[src/rtl/mem_wb_stage.sv]
// ============================================================================
// Module   : mem_wb_stage
// Brief    : MEM/WB pipeline register with load extraction, 4-way writeback
//            select, stall/flush, x0 write suppression and retire counter.
// Revision : 1.0 - initial release
// ============================================================================
`default_nettype none

module mem_wb_stage #(
  parameter int XLEN   = 32,
  parameter int REG_AW = 5,
  parameter int CNT_W  = 32
) (
  input  logic                         clk,
  input  logic                         rst,
  input  logic                         stall,
  input  logic                         flush,
  input  logic                         mem_valid,
  input  logic [REG_AW-1:0]            mem_rd,
  input  logic                         mem_regwrite,
  input  logic [1:0]                   mem_wb_sel,
  input  logic [2:0]                   mem_funct3,
  input  logic [$clog2(XLEN/8)-1:0]    mem_addr_lo,
  input  logic [XLEN-1:0]              mem_alu_result,
  input  logic [XLEN-1:0]              mem_pc_plus4,
  input  logic [XLEN-1:0]              mem_imm,
  input  logic [XLEN-1:0]              mem_read_data,
  output logic                         wb_valid,
  output logic [REG_AW-1:0]            wb_rd,
  output logic                         wb_we,
  output logic [XLEN-1:0]              wb_data,
  output logic [CNT_W-1:0]             retired_count
);

  localparam int                    c_lane_w    = $clog2(XLEN/8);
  // Half lane ignores bit 0; word lane keeps only bits above bit 1.
  localparam logic [c_lane_w-1:0]   c_half_mask = ~(c_lane_w'(1));
  localparam logic [c_lane_w-1:0]   c_word_mask = ~(c_lane_w'(3));

  localparam logic [1:0] c_sel_alu  = 2'b00;
  localparam logic [1:0] c_sel_load = 2'b01;
  localparam logic [1:0] c_sel_pc4  = 2'b10;

  logic                  r_valid;
  logic [REG_AW-1:0]     r_rd;
  logic                  r_regwrite;
  logic [1:0]            r_wb_sel;
  logic [2:0]            r_funct3;
  logic [c_lane_w-1:0]   r_addr_lo;
  logic [XLEN-1:0]       r_alu_result;
  logic [XLEN-1:0]       r_pc_plus4;
  logic [XLEN-1:0]       r_imm;
  logic [XLEN-1:0]       r_read_data;
  logic [CNT_W-1:0]      r_count;

  always_ff @(posedge clk) begin
    if (rst) begin
      r_valid      <= 1'b0;
      r_rd         <= '0;
      r_regwrite   <= 1'b0;
      r_wb_sel     <= '0;
      r_funct3     <= '0;
      r_addr_lo    <= '0;
      r_alu_result <= '0;
      r_pc_plus4   <= '0;
      r_imm        <= '0;
      r_read_data  <= '0;
      r_count      <= '0;
    end else begin
      // An instruction leaving WB retires, including when a flush displaces it.
      if (r_valid && (flush || !stall)) begin
        r_count <= r_count + CNT_W'(1);
      end
      if (flush) begin
        r_valid      <= 1'b0;
        r_rd         <= '0;
        r_regwrite   <= 1'b0;
        r_wb_sel     <= '0;
        r_funct3     <= '0;
        r_addr_lo    <= '0;
        r_alu_result <= '0;
        r_pc_plus4   <= '0;
        r_imm        <= '0;
        r_read_data  <= '0;
      end else if (!stall) begin
        r_valid      <= mem_valid;
        r_rd         <= mem_rd;
        r_regwrite   <= mem_regwrite;
        r_wb_sel     <= mem_wb_sel;
        r_funct3     <= mem_funct3;
        r_addr_lo    <= mem_addr_lo;
        r_alu_result <= mem_alu_result;
        r_pc_plus4   <= mem_pc_plus4;
        r_imm        <= mem_imm;
        r_read_data  <= mem_read_data;
      end
    end
  end

  logic [c_lane_w+2:0] w_byte_sh;
  logic [c_lane_w+2:0] w_half_sh;
  logic [c_lane_w+2:0] w_word_sh;
  logic [7:0]          w_byte;
  logic [15:0]         w_half;
  logic [31:0]         w_word;
  logic [XLEN-1:0]     w_load;

  assign w_byte_sh = {r_addr_lo, 3'b000};
  assign w_half_sh = {r_addr_lo & c_half_mask, 3'b000};
  assign w_word_sh = {r_addr_lo & c_word_mask, 3'b000};
  assign w_byte    = 8'(r_read_data >> w_byte_sh);
  assign w_half    = 16'(r_read_data >> w_half_sh);
  assign w_word    = 32'(r_read_data >> w_word_sh);

  always_comb begin
    w_load = r_read_data;
    case (r_funct3)
      3'b000: w_load = XLEN'($signed(w_byte));
      3'b001: w_load = XLEN'($signed(w_half));
      3'b010: w_load = XLEN'($signed(w_word));
      3'b100: w_load = XLEN'(w_byte);
      3'b101: w_load = XLEN'(w_half);
      3'b110: if (XLEN == 64) w_load = XLEN'(w_word);
      default: w_load = r_read_data;
    endcase
  end

  always_comb begin
    wb_data = '0;
    if (r_valid) begin
      case (r_wb_sel)
        c_sel_alu:  wb_data = r_alu_result;
        c_sel_load: wb_data = w_load;
        c_sel_pc4:  wb_data = r_pc_plus4;
        default:    wb_data = r_imm;
      endcase
    end
  end

  assign wb_valid      = r_valid;
  assign wb_rd         = r_rd;
  assign wb_we         = r_valid & r_regwrite & (r_rd != '0);
  assign retired_count = r_count;

endmodule

`default_nettype wire

[config.mk]
export PLATFORM = sky130hd
export DESIGN_NAME = mem_wb_stage
export DESIGN_NICKNAME = d
export VERILOG_FILES = /design/src/rtl/mem_wb_stage.sv
export SDC_FILE = /design/constraint.sdc
export NUM_CORES = 1
export LEC_CHECK = 0
export CAP_MARGIN = 20
export CORE_ASPECT_RATIO = 1.5
export CORE_MARGIN = 10
export CORE_UTILIZATION = 52
export DETAILED_ROUTE_END_ITERATION = 16
export PLACE_DENSITY = 0.85
export SLEW_MARGIN = 0
export SYNTH_ARGS = -nofsm -noshare
export SYNTH_HDL_FRONTEND = slang
export SYNTH_SLANG_ARGS = --single-unit
[constraint.sdc]
create_clock -name clk -period 4.29 [get_ports clk]
set_input_delay 0.858 -clock clk [delete_from_list [all_inputs] [get_ports clk]]
set_output_delay 0.858 -clock clk [all_outputs]
set_load 0.1 [all_outputs]
==> impl_results.md <==
- Slew @ Worst Pin: 1.01 ns
- Synthesized cell area: 0.00795 mm2
- Starting DRT DRC Count: 667
- Core area: 0.0151 mm2
- Clock insertion delay at the later pin of the skew report: 0.42 ns
- Crit path required time: 3.43 ns
- Synthesized netlist cell count: 880
- Synth unique cells: 45
- Global-route wire length before repair: 39000 um
- Post-synthesis async set-or-reset flop share: 0%
- Clk slew on worst S/H paths: 0.07 ns
- Fillers: 1086
- Crit path buf inv count: 2
- IO buf count: 216
- Seq pwr share: 47.0%
- Max_cap viols: 0
- Final-stage net count: 1206
- Post-CTS Resized: 0
- Most frequent cells in the layout: nor2_1, clkdlybuf4s50_1, dfxtp_1
- GR Util met1: 24.9%
- Hold Path Class: reg2reg
- CTS tree: yes
- Setup TNS: 0 ns
- RD Place Congestion: 1.01
- Period utilisation layout: 88.9%
- Pre-Repair DR Iteration Count: 5
- Bufs on Longest Clock Path: 2
- Die Ht: 171 um
- Post-synthesis average cell area: 9.03 um2
- Antenna violation net count after detailed routing: 0
- Logic pwr share: 11.8%
- Critical Path Max Stage Delay: 0.67 ns
- Routed vias: 7342
- GR Util met2: 42.4%
- Endpoints failing setup: 0
- Htree depth: 4
- Worst Setup End Kind: output pin
- Final WL: 25200 um
- Pwr dens: 325 mW/mm2
- Wire per inst: 19.8 um
- Yosys reg bits: 174
- Total track usage: 23.7%
- Pint: 2.66 mW
- HPWL after DPL: 18300 um
- VDD IR max: 277 uV
- CP max FO: 16
- Minimum clock period: 3.81 ns
- Hold_ws: 0.493 ns
- Crit path max-delay family: simple AND/OR/NAND/NOR gates
- I/O pins: 217
- Status: completed
- Vias per cell: 5.76
- Initial Util: 52.7%
- Post-CTS setup buffers: 0
- Die Wd: 121 um
- Max-slew violation count: 0
- Final Hold Viols: 0
- Clk pwr share: 41.2%
- Synth Warn #: 0
- CP cell instances: clkinv_1 > nor2_1 > nand3_1 > a21oi_1 > buf_12
- Final Non-Filler Cells: 1274
- Register area share after synthesis: 43.8%
- Worst slew margin: 32.7%
- Sw frac: 26.4%
- Post-route DRC: 0
- Total CTS buffers: 17
- Vias in the first global route: 7467
- Root Buffer: clkbuf_16
- Startpoint types: flop
- EDFF count, synth: 0
- Initial antenna violation count: 3
- RSZ-0062 raised after global routing: no
- Skew final: 0.00587 ns
- Largest net degree at the start of global routing: 68
- Site row count: 55
- Worst-path cell with the longest stage delay: nand3_1
- Die area: 0.0207 mm2
- GRT Max-Usage Layer: met2
- Placed Cells incl. Taps: 1239
- Main synth FF type: dfxtp_1
- Most common cell after layout, fill and taps aside: nor2_1
- Final core area utilization: 73.6%
- Layout cell share with drive strength beyond 1: 9.05%
- Met3 GRT Util: 6.04%
- Layout Area Growth over Synthesis: 39.6%
- Clk sink count: 174
- Net Count, Synth: 1027
- Leak: 4.25 nW
- Kind of critical path: reg2out
- Multi-input logic area: 0.00419 mm2
- Crit path DAT: 2.95 ns
- Seq. cell area: 0.00348 mm2
- Total global routing overflow: 0
- Fmax: 262 MHz
- Hold-fix buffers, CTS: 0
- NetSw: 0.951 mW
-- path summary, 6_finish.rpt --
path,start,endpoint,slack [ns],cells after the start
hold reg to reg,r_pc_plus4[28]$_SDFFE_PP0N_,r_pc_plus4[28]$_SDFFE_PP0N_,0.49,2
setup / recovery,r_wb_sel[0]$_SDFFE_PP0N_,wb_data[22],0.48,5
setup reg to reg,wb_valid$_SDFFE_PP0N_,retired_count[31]$_SDFFE_PP0P_,1.97,4
hold / removal,r_pc_plus4[28]$_SDFFE_PP0N_,r_pc_plus4[28]$_SDFFE_PP0N_,0.49,2
-- cells in the mapped netlist, types with 3 or more instances --
cell	number	area [um2]
a21oi_1	27	135
a221o_1	15	150
a31oi_1	7	43.8
and4_1	4	35.0
buf_1	12	45.0
clkbuf_1	52	195
clkinv_1	3	11.3
dfxtp_1	174	3480
inv_1	4	15.0
mux2_2	13	146
mux2i_1	158	1580
nand2_1	37	139
nand3_1	12	60.1
nand4_1	8	50.1
nor2_1	184	691
nor2b_1	22	138
nor4_1	14	87.6
o2111ai_1	7	61.3
o21ai_0	48	240
o22ai_1	3	18.8
o2bb2ai_1	8	70.1
o31ai_1	16	120
or3_1	10	62.6
or4_1	9	67.6
xor2_1	7	61.3
-- flip-flops by register name, indices dropped and copies added, names as in the netlist --
signal         count
r_imm             32
r_funct3           3
r_regwrite         1
r_pc_plus4        32
r_alu_result      32
r_addr_lo          2
retired_count     32
r_wb_sel           2
wb_valid           1
wb_rd              5
r_read_data       32
-- through the flow --
| stage | power, mW | cell area [um2] | worst slack [ns] |
|---|---|---|---|
| floorplan | 1.95 | 7950 | -0.281 |
| global placement | 2.14 | 10500 | 1.19 |
| detailed placement | 2.15 | 10500 | 1.04 |
| CTS | 3.61 | 11100 | 0.528 |
| global route | 3.72 | 11100 | 0.319 |
| finish | 3.61 | 11100 | 0.478 |
-- cells by family after synthesis --
logic type / share of synthesized area [%]
and+or+nand+nor: 18.0
xor gates and xnor gates: 0.992
muxes: 22.4
buffers and inverters: 3.48
AOI/OAI and AO/OA: 11.1
adders and majority gates: 0.157
DFF: 43.8
-- power by group through the flow --
| stage | logic [mW] | registers, mW | clock network (mW) |
|---|---|---|---|
| after floorplan | 0.219 | 1.73 | 0 |
| final | 0.426 | 1.70 | 1.49 |
| after global routing | 0.457 | 1.70 | 1.56 |
| after CTS | 0.425 | 1.69 | 1.49 |
| after global placement | 0.414 | 1.73 | 0 |
| after detailed placement | 0.421 | 1.73 | 0 |
-- worst register-to-register path, stage by stage, from the launching register on --
cell and delay (ns):
dfxtp_1 0.66, nand4_1 0.22, or3_1 0.62, nor4_1 0.37, mux2_1 0.35
-- layer usage --
| metal | up-vias | routed length (um) |
|---|---|---|
| met5 | - | 0 |
| met4 | 0 | 1090 |
| met3 | 62 | 1760 |
| met2 | 288 | 13100 |
| met1 | 3506 | 9320 |
| li1 | 3486 | - |
-- final cells by class --
class	count	area share, %
antenna	3	0.0677
clock buffer	17	3.83
clock inverter	15	1.29
inverter	7	0.237
multi-input combinational	633	37.8
sequential	174	31.4
tap	199	2.24
timing repair buffer	226	23.2
No activity file was read; power rests on OpenSTA's default activity.
